==> src/rtl/product_accumulator.sv <==
// Multiply-accumulate back end: sums a burst of unsigned products behind a
// valid/ready input and presents the registered total on a valid/ready output.
module product_accumulator #(
  parameter int PROD_W = 8,
  parameter int ACC_W  = 16,
  parameter int CNT_W  = 4
) (
  input  logic              clk,
  input  logic              rst_n,
  input  logic              ena,
  input  logic              clear,
  input  logic [CNT_W-1:0]  burst_len,
  input  logic              in_valid,
  output logic              in_ready,
  input  logic [PROD_W-1:0] in_prod,
  output logic              out_valid,
  input  logic              out_ready,
  output logic [ACC_W-1:0]  out_acc,
  output logic              out_ovf,
  output logic              busy
);

  typedef enum logic [1:0] {
    IDLE  = 2'd0,
    ACCUM = 2'd1,
    HOLD  = 2'd2
  } state_t;

  state_t            state_reg, state_next;
  logic [ACC_W-1:0]  acc_reg, acc_next;
  logic [CNT_W-1:0]  cnt_reg, cnt_next;
  logic [CNT_W-1:0]  len_reg, len_next;
  logic              ovf_reg, ovf_next;
  logic [ACC_W-1:0]  out_acc_reg, out_acc_next;
  logic              out_ovf_reg, out_ovf_next;

  logic              in_xfer;
  logic              out_xfer;
  logic [ACC_W-1:0]  prod_ext;
  logic [ACC_W:0]    sum_ext;
  logic [CNT_W-1:0]  first_len;
  logic [CNT_W-1:0]  cnt_inc;

  assign in_ready  = ena & (state_reg != HOLD);
  assign out_valid = (state_reg == HOLD);
  assign busy      = (state_reg != IDLE);
  assign out_acc   = out_acc_reg;
  assign out_ovf   = out_ovf_reg;

  // ena gates both handshakes so nothing transfers while the tile is frozen
  assign in_xfer   = in_valid & in_ready;
  assign out_xfer  = out_valid & out_ready & ena;

  assign prod_ext  = ACC_W'(in_prod);
  assign sum_ext   = {1'b0, acc_reg} + {1'b0, prod_ext};
  assign first_len = (burst_len == '0) ? CNT_W'(1) : burst_len;
  assign cnt_inc   = cnt_reg + CNT_W'(1);

  always_comb begin
    state_next   = state_reg;
    acc_next     = acc_reg;
    cnt_next     = cnt_reg;
    len_next     = len_reg;
    ovf_next     = ovf_reg;
    out_acc_next = out_acc_reg;
    out_ovf_next = out_ovf_reg;

    if (clear) begin
      state_next   = IDLE;
      acc_next     = '0;
      cnt_next     = '0;
      len_next     = '0;
      ovf_next     = 1'b0;
      out_acc_next = '0;
      out_ovf_next = 1'b0;
    end else begin
      case (state_reg)
        IDLE: begin
          if (in_xfer) begin
            len_next = first_len;
            acc_next = prod_ext;
            cnt_next = CNT_W'(1);
            ovf_next = 1'b0;
            if (first_len == CNT_W'(1)) begin
              state_next   = HOLD;
              out_acc_next = prod_ext;
              out_ovf_next = 1'b0;
            end else begin
              state_next = ACCUM;
            end
          end
        end
        ACCUM: begin
          if (in_xfer) begin
            acc_next = sum_ext[ACC_W-1:0];
            ovf_next = ovf_reg | sum_ext[ACC_W];
            cnt_next = cnt_inc;
            // Result registers load on HOLD entry so the last product is included
            if (cnt_inc == len_reg) begin
              state_next   = HOLD;
              out_acc_next = sum_ext[ACC_W-1:0];
              out_ovf_next = ovf_reg | sum_ext[ACC_W];
            end
          end
        end
        HOLD: begin
          if (out_xfer) begin
            state_next = IDLE;
          end
        end
        default: begin
          state_next = IDLE;
        end
      endcase
    end
  end

  always_ff @(posedge clk or negedge rst_n) begin
    if (!rst_n) begin
      state_reg   <= IDLE;
      acc_reg     <= '0;
      cnt_reg     <= '0;
      len_reg     <= '0;
      ovf_reg     <= 1'b0;
      out_acc_reg <= '0;
      out_ovf_reg <= 1'b0;
    end else if (ena) begin
      state_reg   <= state_next;
      acc_reg     <= acc_next;
      cnt_reg     <= cnt_next;
      len_reg     <= len_next;
      ovf_reg     <= ovf_next;
      out_acc_reg <= out_acc_next;
      out_ovf_reg <= out_ovf_next;
    end
  end

endmodule

==> config.mk <==
export PLATFORM = sky130hd
export DESIGN_NAME = product_accumulator
export DESIGN_NICKNAME = d
export VERILOG_FILES = /design/src/rtl/product_accumulator.sv
export SDC_FILE = /design/constraint.sdc
export NUM_CORES = 1
export LEC_CHECK = 0
export ABC_AREA = 1
export CAP_MARGIN = 10
export CORE_MARGIN = 4
export CORE_UTILIZATION = 59
export CTS_CLUSTER_DIAMETER = 100
export DETAILED_ROUTE_END_ITERATION = 8
export HOLD_SLACK_MARGIN = 0.02
export PLACE_DENSITY = 0.95
export SLEW_MARGIN = 20
export SYNTH_ARGS = -nofsm -noshare
export SYNTH_HDL_FRONTEND = slang
export SYNTH_SLANG_ARGS = --single-unit
==> constraint.sdc <==
create_clock -name clk -period 5.15 [get_ports clk]
set_input_delay 1.545 -clock clk [delete_from_list [all_inputs] [get_ports clk]]
set_output_delay 1.545 -clock clk [all_outputs]
set_load 0.05 [all_outputs]
---- Word-level counts from Yosys, hierarchy flattened ----
Index checks and enable logic that the tools add are counted.
word-level totals
  bits in registers ....................... 44
  latch bits .............................. 0
  RAM bits ................................ 0
  bits in read-only memories .............. 0
  input bits .............................. 18
  output and inout bits ................... 20
  word-level logic and storage cells ...... 69
  memories kept ........................... 0
operators by class
  $add $sub $neg .......................... 2
  multipliers ............................. 0
  divide/modulo/power cells ............... 0
  order comparisons ....................... 0
  equal/unequal tests ..................... 10
  shift-type cells ........................ 0
  muxes and demuxes ....................... 35
  bitwise gates (word level) .............. 5
  reduce and logical (&&, ||, !) cells .... 10
operators with widths
  cell                                                                     number
  16-bit 2-to-1 mux                                                        8
  16-bit one-hot mux with 2 select lines                                   2
  4-bit 2-to-1 mux                                                         7
  16-bit by 8-bit adder with 17-bit output                                 1
  2-bit 2-to-1 mux                                                         6
  3-bit inequality test, second input constant                             4
  1-bit 2-to-1 mux                                                         8
  4-bit one-hot mux with 2 select lines                                    1
  2-bit one-hot mux with 3 select lines                                    1
  6-bit AND reduction                                                      1
  2-bit nonzero test                                                       3
  5-bit AND reduction                                                      1
  4-bit by 1-bit adder with 4-bit output, second input constant            1
  1-bit AND                                                                4
  4-bit by 1-bit == test with 1-bit output, second input constant          1
  4-bit == test                                                            1
  4-bit zero test                                                          1
  1-bit one-hot mux with 2 select lines                                    2
  4-bit AND reduction                                                      1
  3-bit by 2-bit inequality test with 1-bit output, second input constant  1
  3-bit AND reduction                                                      1
  3-bit nonzero test                                                       1
  2-bit by 1-bit == test with 1-bit output, second input constant          1
  2-bit == test, second input constant                                     1
  3 further kinds                                                          3

---- Depth between registers and ports, before layout ----
Gate-level depths: netlist of run 1.
  depth in word-level cells ............... 7
  mapped depth ............................ 13
  gate-level depth less buffers ........... 12

---- Least setup slack after synthesis of run 1 ----
No wires, ideal clock.
  kind .................................... input port to output port
  from .................................... input port ena
  to ...................................... output port in_ready
  arrival time ............................ 1.896 ns
  data required time ...................... 3.605 ns
  path slack .............................. 1.709 ns
  stages on the path ...................... 2
  buffers on the path ..................... 0
  path through ............................ inv_2 > nor2_4
on the way
  word-level cells in the longest chain between the ends .. 1
ends and longest elaborated chain
  element             RTL line  RTL
  start: declaration  10        input logic ena,
  1-bit AND           44        assign in_ready = ena & (state_reg != HOLD);
  end: declaration    14        output logic in_ready,
No other way between the ends.

---- Worst setup path in the final report of run 1 ----
Same ends and word-level chain as after synthesis.

==> impl_metrics.tcl, run 1 <==
set metrics [dict create \
    run_status "completed" \
    cts_setup_buffers 0 \
    layout.nets 461 \
    post_route_cells_drive_above_1_share_pct 6.00 \
    yosys_warning_count 0 \
    route.detailed.vias_per_inst 5.49 \
    synth-async-reset-ratio_pct 100 \
    timing.setup.tns_ns 0 \
    num_antenna_cells 0 \
    cap_viol_max_count 0 \
    drt_pass1_iterations 4 \
    holdBufCountCts 0 \
    placeable_core_region_sq_mm 0.00444 \
    tritoncts "yes" \
    first_pass_grt_wire_length_mm 10.8 \
    timing.max_slew.rel_slack_pct 44.7 \
    finalClockSkew_ns 0.00549 \
    boundaryPins 38 \
    time_the_worst_path_needs_with_i_o_delays_and_setup_ns 4.63 \
    worst_path_largest_cell_delay_ns 0.81 \
    synth-adder-area-share_pct 4.78 \
    synth.top_cells.by_area "sky130_fd_sc_hd__dfrtp_1 40%, sky130_fd_sc_hd__nand2_1 19%, sky130_fd_sc_hd__nand3_1 6.5%" \
    synth_compound_gate_area_share_pct 11.0 \
    io_buffer_count 37 \
    standby_leakage_power_nw 1.60 \
    xor_xnor_share_of_the_synthesized_area_pct 0.631 \
    globalRouteTotalUtil_pct 22.2 \
    timing.fmax_ghz 0.216 \
    post_synthesis_instance_area_sq_mm 0.00278 \
    netlist.area_leader.share_pct 39.7 \
    detailroute.via_count 2662 \
    ys_ff_latch 44 \
    drt_wl_total_mm 6.10 \
    synth_nets 426 \
    crit_path_frequent_cell "sky130_fd_sc_hd__clkdlybuf4s50_1" \
    path_cells "clkdlybuf4s50_1, inv_2, nor2_4, clkdlybuf4s50_1" \
    largest_net_degree_at_the_start_of_global_routing 45 \
    numCtsBuffers 5 \
    worst_ep_arrival_time_ns 3.09 \
    holdCritPathClass "flip-flop to flip-flop" \
    synth_edf_count 0 \
    dr.first_iter.drc_count 184 \
    drc_violations_left 0 \
    postSynth.topFlopCell "sky130_fd_sc_hd__dfrtp_1" \
    design.die.area_sq_mm 0.00587 \
    drt.antenna.violating_nets 0 \
    critical_path.max_fanout 3 \
    wl_per_cell_microns 12.6 \
    gpl.final_weighted_congestion 0.870 \
    ys_seq_area_share_pct 39.7 \
    synth_commonest_cells "140 x sky130_fd_sc_hd__nand2_1, 44 x sky130_fd_sc_hd__dfrtp_1, 41 x sky130_fd_sc_hd__inv_1" \
    critPathSlowestCell "sky130_fd_sc_hd__clkdlybuf4s50_1" \
    synth_area_leader_cell "sky130_fd_sc_hd__dfrtp_1" \
    tightest_slew_ns 0.826 \
    yosys.cell_types.count 33 \
    timing_worst_setup_path_type "input pin to output port" \
    power.density_cell_area_mw_per_mm2 448 \
    avgSynthCellArea_sq_um 6.97 \
    worstSkewPairLatency_ns 0.30 \
    postSynthCellCount 398 \
    critPathCaptureType "output port" \
    die_w_microns 76.6 \
    clkSinkCount 44 \
    grt_antenna_before_repair 0 \
    vdd_ir_drop_max_uv 435 \
    max-clock-path-buffers 2 \
    timing.final.hold_violations 0 \
    regToRegSetupSlack_ns 3.10 \
    dp_hpwl_mm 4.64 \
    die_h_microns 76.6 \
    clock-root-buffer "sky130_fd_sc_hd__clkbuf_8" \
    yosysMostFrequentCell "sky130_fd_sc_hd__nand2_1" \
    finalCritPeriodShare_pct 89.9 \
    floorplan.initialDensity_pct 62.4 \
    fp-row-count 24 \
    critPathLaunchType "input pin" \
    cts_max_level 2 \
    final_max_slew_violation_count 0 \
    cts_resized 0 \
    placed_cells 477 \
    grt_overflow 0 \
    setup-violations-final 0 \
    rsz0062_at_grt "no" \
    post_synth_mux_area_share_pct 0 \
    post_layout_nonfiller_instances 485 \
    vias_in_the_first_global_route 2604 \
    hold_ws_ns 0.485 \
    synthToLayoutAreaGrowth_pct 17.0 \
    cts.clk_slew.worst_paths_ns 0.08 \
    main_combinational_cell_family_by_area_after_synthesis "simple AND/OR/NAND/NOR gates" \
    critical_path_required_ns 3.61 \
    synth-simple-area-share_pct 34.9 \
]
[area by class of cell]
cell class | instances | area [sq um]
timing repair buffer | 38 | 393
multi-input combinational | 297 | 1430
clock buffer | 5 | 68.8
sequential | 44 | 1100
tap | 52 | 65.1
clock inverter | 2 | 12.5
inverter | 47 | 179
fill | 361 | 1200
[through the flow]
step	util, %	power (mW)	area, sq um	worst slack [ns]
2_1_floorplan	-	1.07	2780	1.71
3_3_place_gp	70.6	1.22	3140	0.544
3_5_place_dp	70.6	1.25	3140	0.521
4_1_cts	72.4	1.46	3220	0.514
5_1_grt	73.0	1.58	3250	0.444
6_report	73.0	1.45	3250	0.520
[final timing paths]
path	start	to	cells past startpoint
max	ena	in_ready	4
max reg2reg	cnt_reg[0]	out_acc[8]	10
min in group asynchronous	rst_n	acc_reg[13]	1
min	out_acc[11]	out_acc[11]	2
min reg2reg	out_acc[11]	out_acc[11]	2
max in group asynchronous	rst_n	acc_reg[9]	2
[logic make-up after synthesis]
kind of cell / Yosys count
AOI/OAI and AO/OA: 55
xor gates and xnor gates: 2
adders and majority gates: 10
buffers and inverters: 57
DFF: 44
and+or+nand+nor: 230
[worst max-delay path: cells and delay by family]
kind	cells	cell delay, ns
and+or+nand+nor	1	0.13
buffers and inverters	3	1.40
[placed cells by master, fill, tap and decap left out, types with 2 or more instances in the layout]
cell | Yosys | final
sky130_fd_sc_hd__nor3_1 | 2 | 2
sky130_fd_sc_hd__inv_2 | 4 | 4
sky130_fd_sc_hd__nor2_4 | 2 | 2
sky130_fd_sc_hd__nor2_1 | 36 | 36
sky130_fd_sc_hd__clkbuf_8 | 0 | 5
sky130_fd_sc_hd__clkdlybuf4s50_1 | 0 | 36
sky130_fd_sc_hd__o211ai_1 | 3 | 3
sky130_fd_sc_hd__xor2_1 | 2 | 2
sky130_fd_sc_hd__nand2_1 | 140 | 140
sky130_fd_sc_hd__nand4_1 | 5 | 5
sky130_fd_sc_hd__a21oi_1 | 7 | 7
sky130_fd_sc_hd__o21ai_0 | 12 | 12
sky130_fd_sc_hd__or2_2 | 2 | 2
sky130_fd_sc_hd__nand2_2 | 3 | 3
sky130_fd_sc_hd__nand3_1 | 36 | 36
sky130_fd_sc_hd__ha_1 | 9 | 9
sky130_fd_sc_hd__inv_1 | 41 | 41
sky130_fd_sc_hd__dfrtp_1 | 44 | 44
sky130_fd_sc_hd__o21ai_1 | 27 | 27
[layer usage]
| metal | global-route usage (%) | vias up | wire (microns) |
|---|---|---|---|
| li1 | - | 1336 | - |
| met1 | 25.1 | 1220 | 2540 |
| met2 | 40.3 | 88 | 3080 |
| met3 | 3.78 | 18 | 305 |
| met4 | 10.3 | 0 | 184 |
| met5 | 0 | - | 0 |
[report_power, final]
| part | internal, mW | leakage (nW) | total [mW] | switching [mW] |
|---|---|---|---|---|
| Clock | 0.0919 | 0.0400 | 0.207 | 0.115 |
| Combinational | 0.244 | 0.970 | 0.775 | 0.531 |
| Sequential | 0.419 | 0.592 | 0.472 | 0.0529 |
| Total | 0.755 | 1.60 | 1.45 | 0.699 |
No activity file was read; power rests on OpenSTA's default activity.
==> run 2: changes to the inputs <==
--- a/config.mk
+++ b/config.mk
@@ -9,7 +9,7 @@
 export CAP_MARGIN = 10
 export CORE_MARGIN = 4
 export CORE_UTILIZATION = 59
-export CTS_CLUSTER_DIAMETER = 100
+export CTS_CLUSTER_DIAMETER = 40
 export DETAILED_ROUTE_END_ITERATION = 8
 export HOLD_SLACK_MARGIN = 0.02
 export PLACE_DENSITY = 0.95
==> results of run 2 <==
Same layout as run 1: the final DEF is identical, and so are final timing and power.
